### src/rtl/ysyx_24110015_pkg.sv
// Shared types and constants for the NPC IDU/EXU boundary.
package ysyx_24110015_pkg;

    localparam int unsigned XLEN = 32;
    localparam int unsigned IDEX_CTRL_W = 32;

    typedef logic [IDEX_CTRL_W-1:0] idex_ctrl_t;

    localparam logic [XLEN-1:0] RESET_PC_ZERO = '0;

endpackage

### src/rtl/ysyx_24110015_operand_sel.sv
// Resolves one source operand from the forward-check results.
module ysyx_24110015_operand_sel
    import ysyx_24110015_pkg::*;
(
    input  logic            raw,
    input  logic            forward,
    input  logic [XLEN-1:0] value,
    input  logic [XLEN-1:0] rf_rdata,
    output logic [XLEN-1:0] src,
    output logic            unresolved
);

    assign src        = forward ? value : rf_rdata;
    // A RAW that forwarding cannot cover must stall the instruction.
    assign unresolved = raw & ~forward;

endmodule

### src/rtl/ysyx_24110015_idex_reg.sv
// IDU->EXU stage register: operand resolution, valid/ready hold, bubbles on
// unresolvable hazards, flush on redirect and a hazard-stall counter.
module ysyx_24110015_idex_reg
    import ysyx_24110015_pkg::*;
#(
    parameter int unsigned CTRL_W = 32,
    parameter int unsigned CNT_W  = 32
) (
    input  logic              clock,
    input  logic              reset_n,
    input  logic              in_valid,
    output logic              in_ready,
    input  logic [31:0]       in_pc,
    input  logic [CTRL_W-1:0] in_ctrl,
    input  logic [31:0]       rf_rdata1,
    input  logic [31:0]       rf_rdata2,
    input  logic              rs1_raw,
    input  logic              rs2_raw,
    input  logic              rs1_forward,
    input  logic              rs2_forward,
    input  logic [31:0]       rs1_value,
    input  logic [31:0]       rs2_value,
    output logic              idu_processing,
    input  logic              flush,
    output logic              out_valid,
    input  logic              out_ready,
    output logic [31:0]       out_pc,
    output logic [31:0]       out_src1,
    output logic [31:0]       out_src2,
    output logic [CTRL_W-1:0] out_ctrl,
    output logic [CNT_W-1:0]  stall_cnt
);

    logic [XLEN-1:0]   w_src1;
    logic [XLEN-1:0]   w_src2;
    logic              w_unres1;
    logic              w_unres2;
    logic              w_hazard;
    logic              w_fire;

    logic              r_valid;
    logic [XLEN-1:0]   r_pc;
    logic [XLEN-1:0]   r_src1;
    logic [XLEN-1:0]   r_src2;
    logic [CTRL_W-1:0] r_ctrl;
    logic [CNT_W-1:0]  r_cnt;

    ysyx_24110015_operand_sel u_sel1 (
        .raw        (rs1_raw),
        .forward    (rs1_forward),
        .value      (rs1_value),
        .rf_rdata   (rf_rdata1),
        .src        (w_src1),
        .unresolved (w_unres1)
    );

    ysyx_24110015_operand_sel u_sel2 (
        .raw        (rs2_raw),
        .forward    (rs2_forward),
        .value      (rs2_value),
        .rf_rdata   (rf_rdata2),
        .src        (w_src2),
        .unresolved (w_unres2)
    );

    assign w_hazard       = in_valid & (w_unres1 | w_unres2);
    assign in_ready       = ~flush & ~w_hazard & (~r_valid | out_ready);
    assign w_fire         = in_valid & in_ready;
    assign idu_processing = in_valid;

    always_ff @(posedge clock or negedge reset_n) begin
        if (!reset_n) begin
            r_valid <= 1'b0;
            r_pc    <= RESET_PC_ZERO;
            r_src1  <= '0;
            r_src2  <= '0;
            r_ctrl  <= '0;
            r_cnt   <= '0;
        end else begin
            // Flush wins; in_ready is already low so no capture can coincide.
            if (flush) begin
                r_valid <= 1'b0;
            end else if (w_fire) begin
                r_valid <= 1'b1;
                r_pc    <= in_pc;
                r_src1  <= w_src1;
                r_src2  <= w_src2;
                r_ctrl  <= in_ctrl;
            end else if (out_ready) begin
                r_valid <= 1'b0;
            end
            if (w_hazard && !flush) begin
                r_cnt <= r_cnt + CNT_W'(1);
            end
        end
    end

    assign out_valid = r_valid;
    assign out_pc    = r_pc;
    assign out_src1  = r_src1;
    assign out_src2  = r_src2;
    assign out_ctrl  = r_ctrl;
    assign stall_cnt = r_cnt;

endmodule

### config.mk
export PLATFORM = sky130hd
export DESIGN_NAME = ysyx_24110015_idex_reg
export DESIGN_NICKNAME = d
export VERILOG_FILES = /design/src/rtl/ysyx_24110015_pkg.sv /design/src/rtl/ysyx_24110015_operand_sel.sv /design/src/rtl/ysyx_24110015_idex_reg.sv
export SDC_FILE = /design/constraint.sdc
export NUM_CORES = 1
export LEC_CHECK = 0
export BUFFER_PORTS_ARGS = -buffer_cell sky130_fd_sc_hd__buf_2
export CAP_MARGIN = 40
export CORE_AREA = 2 2 140 142
export DETAILED_ROUTE_END_ITERATION = 10
export DIE_AREA = 0 0 142 144
export GPL_TIMING_DRIVEN = 1
export PLACE_DENSITY = 0.7
export SLEW_MARGIN = 10
export SYNTH_ARGS = -nofsm -noshare
export SYNTH_HDL_FRONTEND = slang
export SYNTH_HIERARCHICAL = 1
export SYNTH_SLANG_ARGS = --single-unit
### constraint.sdc
create_clock -name clock -period 4.55 [get_ports clock]
set_input_delay 0.455 -clock clock [delete_from_list [all_inputs] [get_ports clock]]
set_output_delay 0.455 -clock clock [all_outputs]
set_load 0.01 [all_outputs]
Word-level counts from Yosys, hierarchy flattened --
Index checks and enable logic that the tools add are counted.
Word-level totals: register bits after elaboration 161, latch bits 0, RAM bits 0, memory bits (read-only) 0, bits of input ports 201, output and inout bits 163, word-level logic and storage cells 29, memories kept 0
Operators by class: $add $sub $neg 1, $mul 0, divide/modulo/power cells 0, magnitude comparators 0, eq/ne operators 0, shift operators 0, mux-type cells 5, bitwise logic cells 13, reduce and logical (&&, ||, !) cells 4
Operators with widths (count):
- $mux W32 | 2
- $add A32 B1 Y32 const B | 1
- $and A1 B1 Y1 | 6
- $not A1 Y1 | 5
- $mux W1 | 3
- $reduce_bool A3 Y1 | 1
- $or A1 B1 Y1 | 2
- $reduce_and A2 Y1 | 1
- $logic_and A1 B1 Y1 | 1
- $logic_not A1 Y1 | 1

Longest topological paths before layout --
Gate-level depths: netlist of the first run.
depth after elaboration 10, mapped depth 9, depth with buffers taken out 6

Cells and area by module --
Netlist of the first run, hierarchy kept.
Modules (own cells, without submodules):
- ysyx_24110015_idex_reg | times used 1, cells an instance 411, area each 6307.3 um2, seq. area each 4028.9 um2
- ysyx_24110015_operand_sel | times used 2, cells an instance 37, area each 546.8 um2, seq. area each 0.0 um2

Worst setup path before layout of the first run --
No wires, ideal clock.
path type input-to-reg, start in rs2_forward, end reg r_pc[0] (netlist: out_pc[0]), library setup time 0.125 ns, data arrival time 2.113 ns, path slack 2.312 ns, cell stages on the path 9, path buffers 4, path through buf_6 > buf_12 > nor2b_1 > o21a_1 > nor3_1 > nand2_1 > buf_2 > buf_2 > mux2_2
On the way: word-level cells in the longest chain between the ends 9
Ends and longest elaborated chain:
- start, declared | RTL line ysyx_24110015_idex_reg.sv:20 | input logic rs2_forward,
- $not A1 Y1 | RTL line ysyx_24110015_operand_sel.sv:15 | assign unresolved = raw & ~forward;
- $and A1 B1 Y1 | RTL line ysyx_24110015_operand_sel.sv:15
- via w_unres2 | RTL line ysyx_24110015_idex_reg.sv:37 | logic w_unres2;
- $or A1 B1 Y1 | RTL line ysyx_24110015_idex_reg.sv:66 | assign w_hazard = in_valid & (w_unres1 | w_unres2);
- $and A1 B1 Y1 | RTL line ysyx_24110015_idex_reg.sv:66
- $not A1 Y1 | RTL line ysyx_24110015_idex_reg.sv:67 | assign in_ready = ~flush & ~w_hazard & (~r_valid | out_ready);
- $and A1 B1 Y1 (2 in a row) | RTL line ysyx_24110015_idex_reg.sv:67
- via in_ready | RTL line ysyx_24110015_idex_reg.sv:12 | output logic in_ready,
- $and A1 B1 Y1 | RTL line ysyx_24110015_idex_reg.sv:68 | assign w_fire = in_valid & in_ready;
- $reduce_and A2 Y1 (no line)
- end signal, assigned | RTL line ysyx_24110015_idex_reg.sv:85 | r_pc <= in_pc;
- end, declared | RTL line ysyx_24110015_idex_reg.sv:42 | logic [XLEN-1:0] r_pc;
The timed path passes the listed nets, and every way through them passes these cells. A chain may end at the register's enable or synchronous reset.

Worst setup path in the final report of the first run --
start reg r_valid (netlist: out_valid), end reg r_ctrl[22] (netlist: out_ctrl[22])
On the way: word-level cells in the longest chain between the ends 5
Ends and longest elaborated chain:
- start, declared | RTL line ysyx_24110015_idex_reg.sv:41 | logic r_valid;
- start signal, assigned | RTL line ysyx_24110015_idex_reg.sv:73 | r_valid <= 1'b0;
- start signal, assigned | RTL line ysyx_24110015_idex_reg.sv:82 | r_valid <= 1'b0;
- start signal, assigned | RTL line ysyx_24110015_idex_reg.sv:84 | r_valid <= 1'b1;
- $not A1 Y1 | RTL line ysyx_24110015_idex_reg.sv:67
- $or A1 B1 Y1 | RTL line ysyx_24110015_idex_reg.sv:67
- $and A1 B1 Y1 | RTL line ysyx_24110015_idex_reg.sv:67
- $and A1 B1 Y1 | RTL line ysyx_24110015_idex_reg.sv:68
- $reduce_and A2 Y1 (no line)
- end signal, assigned | RTL line ysyx_24110015_idex_reg.sv:88 | r_ctrl <= in_ctrl;
- end, declared | RTL line ysyx_24110015_idex_reg.sv:45 | logic [CTRL_W-1:0] r_ctrl;
Every way passes these cells.

==> metrics.txt, run 1 <==
Ys Warns 6; Synth Register Bits 161; syn_nets 687; setup ws final 1.920 ns; I/O Buffers 363; CTS Sinks 161; Final nets 1049; largest family of logic cells by synthesized area multiplexers; Core Area 19080 µm²; DRC 0; clock tree buffer depth 2; XOR/XNOR Fraction of Synth Area 3.669%; Max-slew headroom 42.73%; clock-pin slew on the worst setup and hold paths 0.08 ns; Leak 5.089 nW; vias in the first global route 5270; RSZ-0062 raised after global routing no; Die ar. 20450 µm²; post-route ant nets 0; dpl cells 1066; simple-gate area share of the yosys netlist 5.765%; grt total ovfl 0; final worst path period share 57.80%; Synth Area in Compound Gates 0.2874%; adder-cell share of the synthesized area 0.1691%; GRT Resource Usage Total 17.15%; r2r worst-path depth 5; fin crit period 2.630 ns; Max Cap Viol 0; skew final 0.01421 ns; hold crit path type primary input to asynchronous set/reset pin; CTS tree done; HPWL after detailed placement 13550 µm; initial antenna violation count 0; fin cells 1098; first-pass GRT wire length 27050 µm; DR vias 5196; number of buffers created by CTS 17; most frequent cells in the layout 362 x buf_2, 161 x dfrtp_1, 135 x mux2_2, 58 x mux2_4, 19 x xnor2_1; post-DR wirelength/cell 16.41 µm; Critical Path AT 2.93 ns; power density over the cells 423.7 nW/µm²; mean cell area of the mapped netlist 15.26 µm²; post-CTS sizing 0; post-synthesis sequential area ratio 54.44%; root buffer cell clkbuf_16; VDD IR max 233.7 µV; H-tree lvl count 4; upper clock frequency limit 380.2 MHz; Initial Util 38.79%; r2r endpoint out_ctrl[22]; Site Rows 51; CP startpoint kind flop; Worst setup EP type flop; Place WS 1.514 ns; # diodes 0; multiplexer area fraction after synthesis 32.31%; Worst-Skew Late Latency 0.42 ns; DRT Wirelength 18020 µm; drt pass-1 iters 4; FILL cells 1670; commonest non-fill, non-tap cell in the layout buf_2; die height 144 µm; IO Pins 364; largest net degree at the start of global routing 92; Final Hold Vio Count 0; Worst-Margin Slew 0.8591 ns; Starting DRT DRC Count 131; power after layout 0.004198 W; status complete, no violations; chip width 142 µm; CP max FO 68; Layout area overhead 33.90%; reg2reg start out_valid; Yosys cell types 31; synthesized area 7401 µm²; layout cell share with drive strength beyond 1 70.70%; routability cong. 0.7688; max-slew violations 0; post-cts hold buffer count 0; final setup TNS 0 ns; total setup buffers inserted after CTS 0; CP Class flop to flop; Post-Synthesis Cells 485; drt via density 4.732; CP Data Required Time 4.85 ns; Final setup viols 0; flop2flop setup slack 1.92 ns
-- how the worst max path moves through the flow --
stage	slack, ns	cells past startpoint	start	end
after floorplan	2.31	9	rs2_forward	out_pc[0]
after global placement	1.55	7	rs2_forward	out_ctrl[21]
after detailed placement	1.51	7	rs2_raw	out_ctrl[22]
after CTS	1.89	5	out_valid	out_ctrl[22]
after global routing	1.71	5	out_valid	out_ctrl[10]
final	1.92	5	out_valid	out_ctrl[22]
-- final cells by class --
type / count / area [µm²] / share of cell area [%]
Sequential cell: 161 / 4029 / 40.66
Tap cell: 238 / 297.8 / 3.005
Inverter: 5 / 18.77 / 0.1894
Clock buffer: 18 / 429.2 / 4.331
Timing Repair Buffer: 367 / 1866 / 18.83
Clock inverter: 14 / 138.9 / 1.402
Multi-Input combinational cell: 295 / 3131 / 31.59
-- cell families after synthesis --
family | after synthesis
flip-flops | 161
adder cells (fa/ha/maj) | 1
AND/OR/NAND/NOR | 67
AO/OA/AOI/OAI | 3
XOR/XNOR | 31
buffers and inverters | 29
multiplexers | 193
-- registers in the layout (all words and copies together), names as in the netlist --
signal	count
out_ctrl	32
out_src2	32
out_valid	1
stall_cnt	32
out_src1	32
out_pc	32
-- metal layers --
metal	global-route usage, %	up-vias	wire (µm)
met2	29.01	240	8850
met4	5.947	0	327
met5	0	-	0
li1	-	2450	-
met3	6.225	23	1653
met1	20.25	2483	7186
-- critical path, cell delays in order, from the launching register on --
cell and delay, ns:
dfrtp_1 0.35, nor2b_1 0.17, nor3_1 0.11, nand2_4 0.59
buf_4 0.77, mux2_2 0.43
-- report_power, final --
group	leakage (nW)	internal, W	switching [W]	total [W]
registers	1.94	0.00170	0.000138	0.00184
clock network	0.283	0.000731	0.000643	0.00137
logic	2.86	0.000527	0.000459	0.000986
total	5.09	0.00296	0.00124	0.00420
-- through the flow --
stage               util [%]  cell area (µm²)  hold WS (ns)
floorplan                  -             7401        0.1594
global placement       48.96             9341        0.4564
detailed placement     48.96             9341        0.4609
CTS                    51.94             9910       0.04126
global route           51.94             9910       0.07106
finish                 51.94             9910       0.01336
-- synth_stat cells (all sizes together) --
cell,number,area [µm²]
and4,2,22.52
or4,2,22.52
clkbuf,1,3.750
ha,1,12.51
inv,5,18.77
dfrtp,161,4029
xor2,12,105.1
or3,2,15.01
nand2,20,80.07
nor4,8,101.3
a22o,1,8.760
mux2,193,2391
buf,23,226.5
o21ai,1,5.000
xnor2,19,166.4
nand4,6,37.54
nor2b,3,18.77
and2,1,7.510
nor3,6,40.04
nand3,10,55.05
nor2,7,26.28
o21a,1,7.510
No activity file was read; power rests on OpenSTA's default activity.
==> run 2, diff against run 1 <==
- CORE_AREA: 2 2 140 142 -> 2 2 142 144
- DIE_AREA: 0 0 142 144 -> 0 0 144 146
- PLACE_DENSITY: 0.7 -> 0.68
- clock period: 4.55 -> 2.7 ns (I/O delays scaled with it)
==> run 2 against run 1 <==
  * Clock skew down 0.0032 ns
  * Non-clock buffer count up 4
  * Sequential share of layout area down 0.44 points
  * Total power up 70%
  * Clock power up 72%
  * Worst hold slack better by 0.061 ns
  * Clock-buffer cell count up 1
  * Sequential cell count unchanged
  * Maximum frequency up 35%
  * Critical endpoint is now stall_cnt[26]
  * Highest routed layer unchanged
==> metrics.txt, run 2 (synthesis results as in run 1) <==
vias in the first global route 5556 (+5.4%); CP Data Required Time 3.01 ns (-1.84 ns); number of buffers created by CTS 17 (unchanged); chip width 144 µm (+1.4%); final worst path period share 72.38% (+15 points); Leak 5.114 nW (+0.48%); final instance area 10020 µm² (+1.1%); post-route ant nets 0 (unchanged); Critical Path AT 2.26 ns (-0.67 ns); HPWL after detailed placement 13710 µm (+1.2%); CTS Sinks 161 (unchanged); Final nets 1053 (+0.38%); Crit. Startpoint stall_cnt[13]; GRT Resource Usage Total 17.22% (+0.073 points); upper clock frequency limit 511.7 MHz (+35%); Die ar. 21020 µm² (+2.8%); commonest non-fill, non-tap cell in the layout buf_2; CP max FO 7 (-90%); Starting DRT DRC Count 125 (-4.6%); flop2flop setup slack 0.75 ns (-1.17 ns); IO Pins 364 (unchanged); power density over the cells 711.6 nW/µm² (+68%); drt pass-1 iters 4 (unchanged); hold crit path type primary input to flop; first-pass GRT wire length 28060 µm (+3.7%); clock tree buffer depth 2 (unchanged); reg2reg start stall_cnt[13]; placed cell areas 9435 µm² (+1.0%); largest net degree at the start of global routing 61 (-34%); CP Class flop to flop; VDD IR max 419.9 µV (+80%); most frequent cells in the layout 362 x buf_2, 161 x dfrtp_1, 135 x mux2_2, 58 x mux2_4, 19 x xnor2_1; status complete, no violations; final setup TNS 0 ns (unchanged); DRC 0 (unchanged); grt total ovfl 0 (unchanged); CTS tree done; Site Rows 51 (unchanged); post-DR wirelength/cell 16.20 µm (-1.3%); r2r endpoint stall_cnt[26]; Final Hold Vio Count 0 (unchanged); die height 146 µm (+1.4%); slowest stage delay, CP 0.57 ns (-0.20 ns); routability cong. 0.7836 (+1.9%); Worst setup EP type flop; crit path cell chain nand3_2 -> or4_4 -> nor4_4 -> nand4_1 -> xnor2_1; r2r worst-path depth 5 (unchanged); I/O Buffers 363 (unchanged); Final setup viols 0 (unchanged); Core Area 19330 µm² (+1.3%); max-slew violations 0 (unchanged); CP max-delay cell or4_4; drt via density 4.648 (-1.8%); Layout area overhead 35.35%; Worst-Margin Slew 0.6461 ns (-0.2130 ns); layout cell share with drive strength beyond 1 70.72% (about the same); DRT Wirelength 18310 µm (+1.6%); CP startpoint kind flop; post-cts hold buffer count 1 (+1); RSZ-0062 raised after global routing no; clock-pin slew on the worst setup and hold paths 0.07 ns (about the same); skew final 0.01101 ns (-0.003198 ns); post-route core utilization 51.81% (-0.13 points); post-CTS sizing 0 (unchanged); Max Cap Viol 0 (unchanged); Worst-Skew Late Latency 0.42 ns (about the same); initial antenna violation count 1 (+1); total setup buffers inserted after CTS 0 (unchanged); root buffer cell clkbuf_16; worst path buffer plus inverter count 0 (-1); Top delay family on crit path simple AND/OR/NAND/NOR gates; Max-slew headroom 56.93% (+14 points); hold depth 2; Worst Setup EP stall_cnt[26]; Crit. path cell count 5 (unchanged); Initial Util 38.28% (-0.51 points); DR vias 5252 (+1.1%); H-tree lvl count 4 (unchanged); fin crit period 1.954 ns (-0.6756 ns)
==> run 2: worst min-delay path by stage <==
stage / from / end / slack, ns
finish: in_ctrl[10] / out_ctrl[10] / 0.07
CTS: in_ctrl[13] / out_ctrl[13] / 0.05
detailed placement: reset_n / stall_cnt[28] / 0.30
global placement: reset_n / stall_cnt[26] / 0.30
global route: in_ctrl[19] / out_ctrl[19] / 0.05
floorplan: reset_n / out_ctrl[0] / -0.03
==> run 2: power by group <==
part           switching [W]  internal (W)
registers           0.000242       0.00287
logic               0.000776      0.000897
clock network        0.00103       0.00131
==> run 2: worst reg2reg max path, delay by kind of cell, from the launching register on <==
family,cells,cell delay (ns)
flops,1,0.43
simple gates,4,1.27
xor+xnor,1,0.14
==> run 2: area by class of cell <==
cell class              count  area (µm²)
inverters                   5       18.77
flip-flops and latches    161        4029
multi-input cells         295        3131
repair buffers            371        1936
clock inverters            13       126.4
fillers                  1707        9318
clock buffers              19       442.9
diodes                      1       2.502
well taps                 265       331.6
==> run 2: per-layer routing <==
| layer | up-vias | wire [µm] | GRT usage (%) |
|---|---|---|---|
| li1 | 2447 | - | - |
| met1 | 2533 | 7182 | 18.92 |
| met2 | 243 | 9200 | 30.29 |
| met3 | 29 | 1558 | 5.791 |
| met4 | 0 | 368 | 6.961 |
| met5 | - | 0 | 0 |
==> run 2: through the flow <==
stage               power, W  setup WS (ns)  cells  hold WS (ns)
finish              0.007128         0.7457   1130       0.07461
global route        0.007501         0.5737   1130       0.05418
CTS                 0.007241         0.7275   1129       0.05476
detailed placement  0.004851         0.6212   1096        0.2970
global placement    0.004802         0.6798   1096        0.2998
floorplan           0.004018         0.6474    485      -0.02559
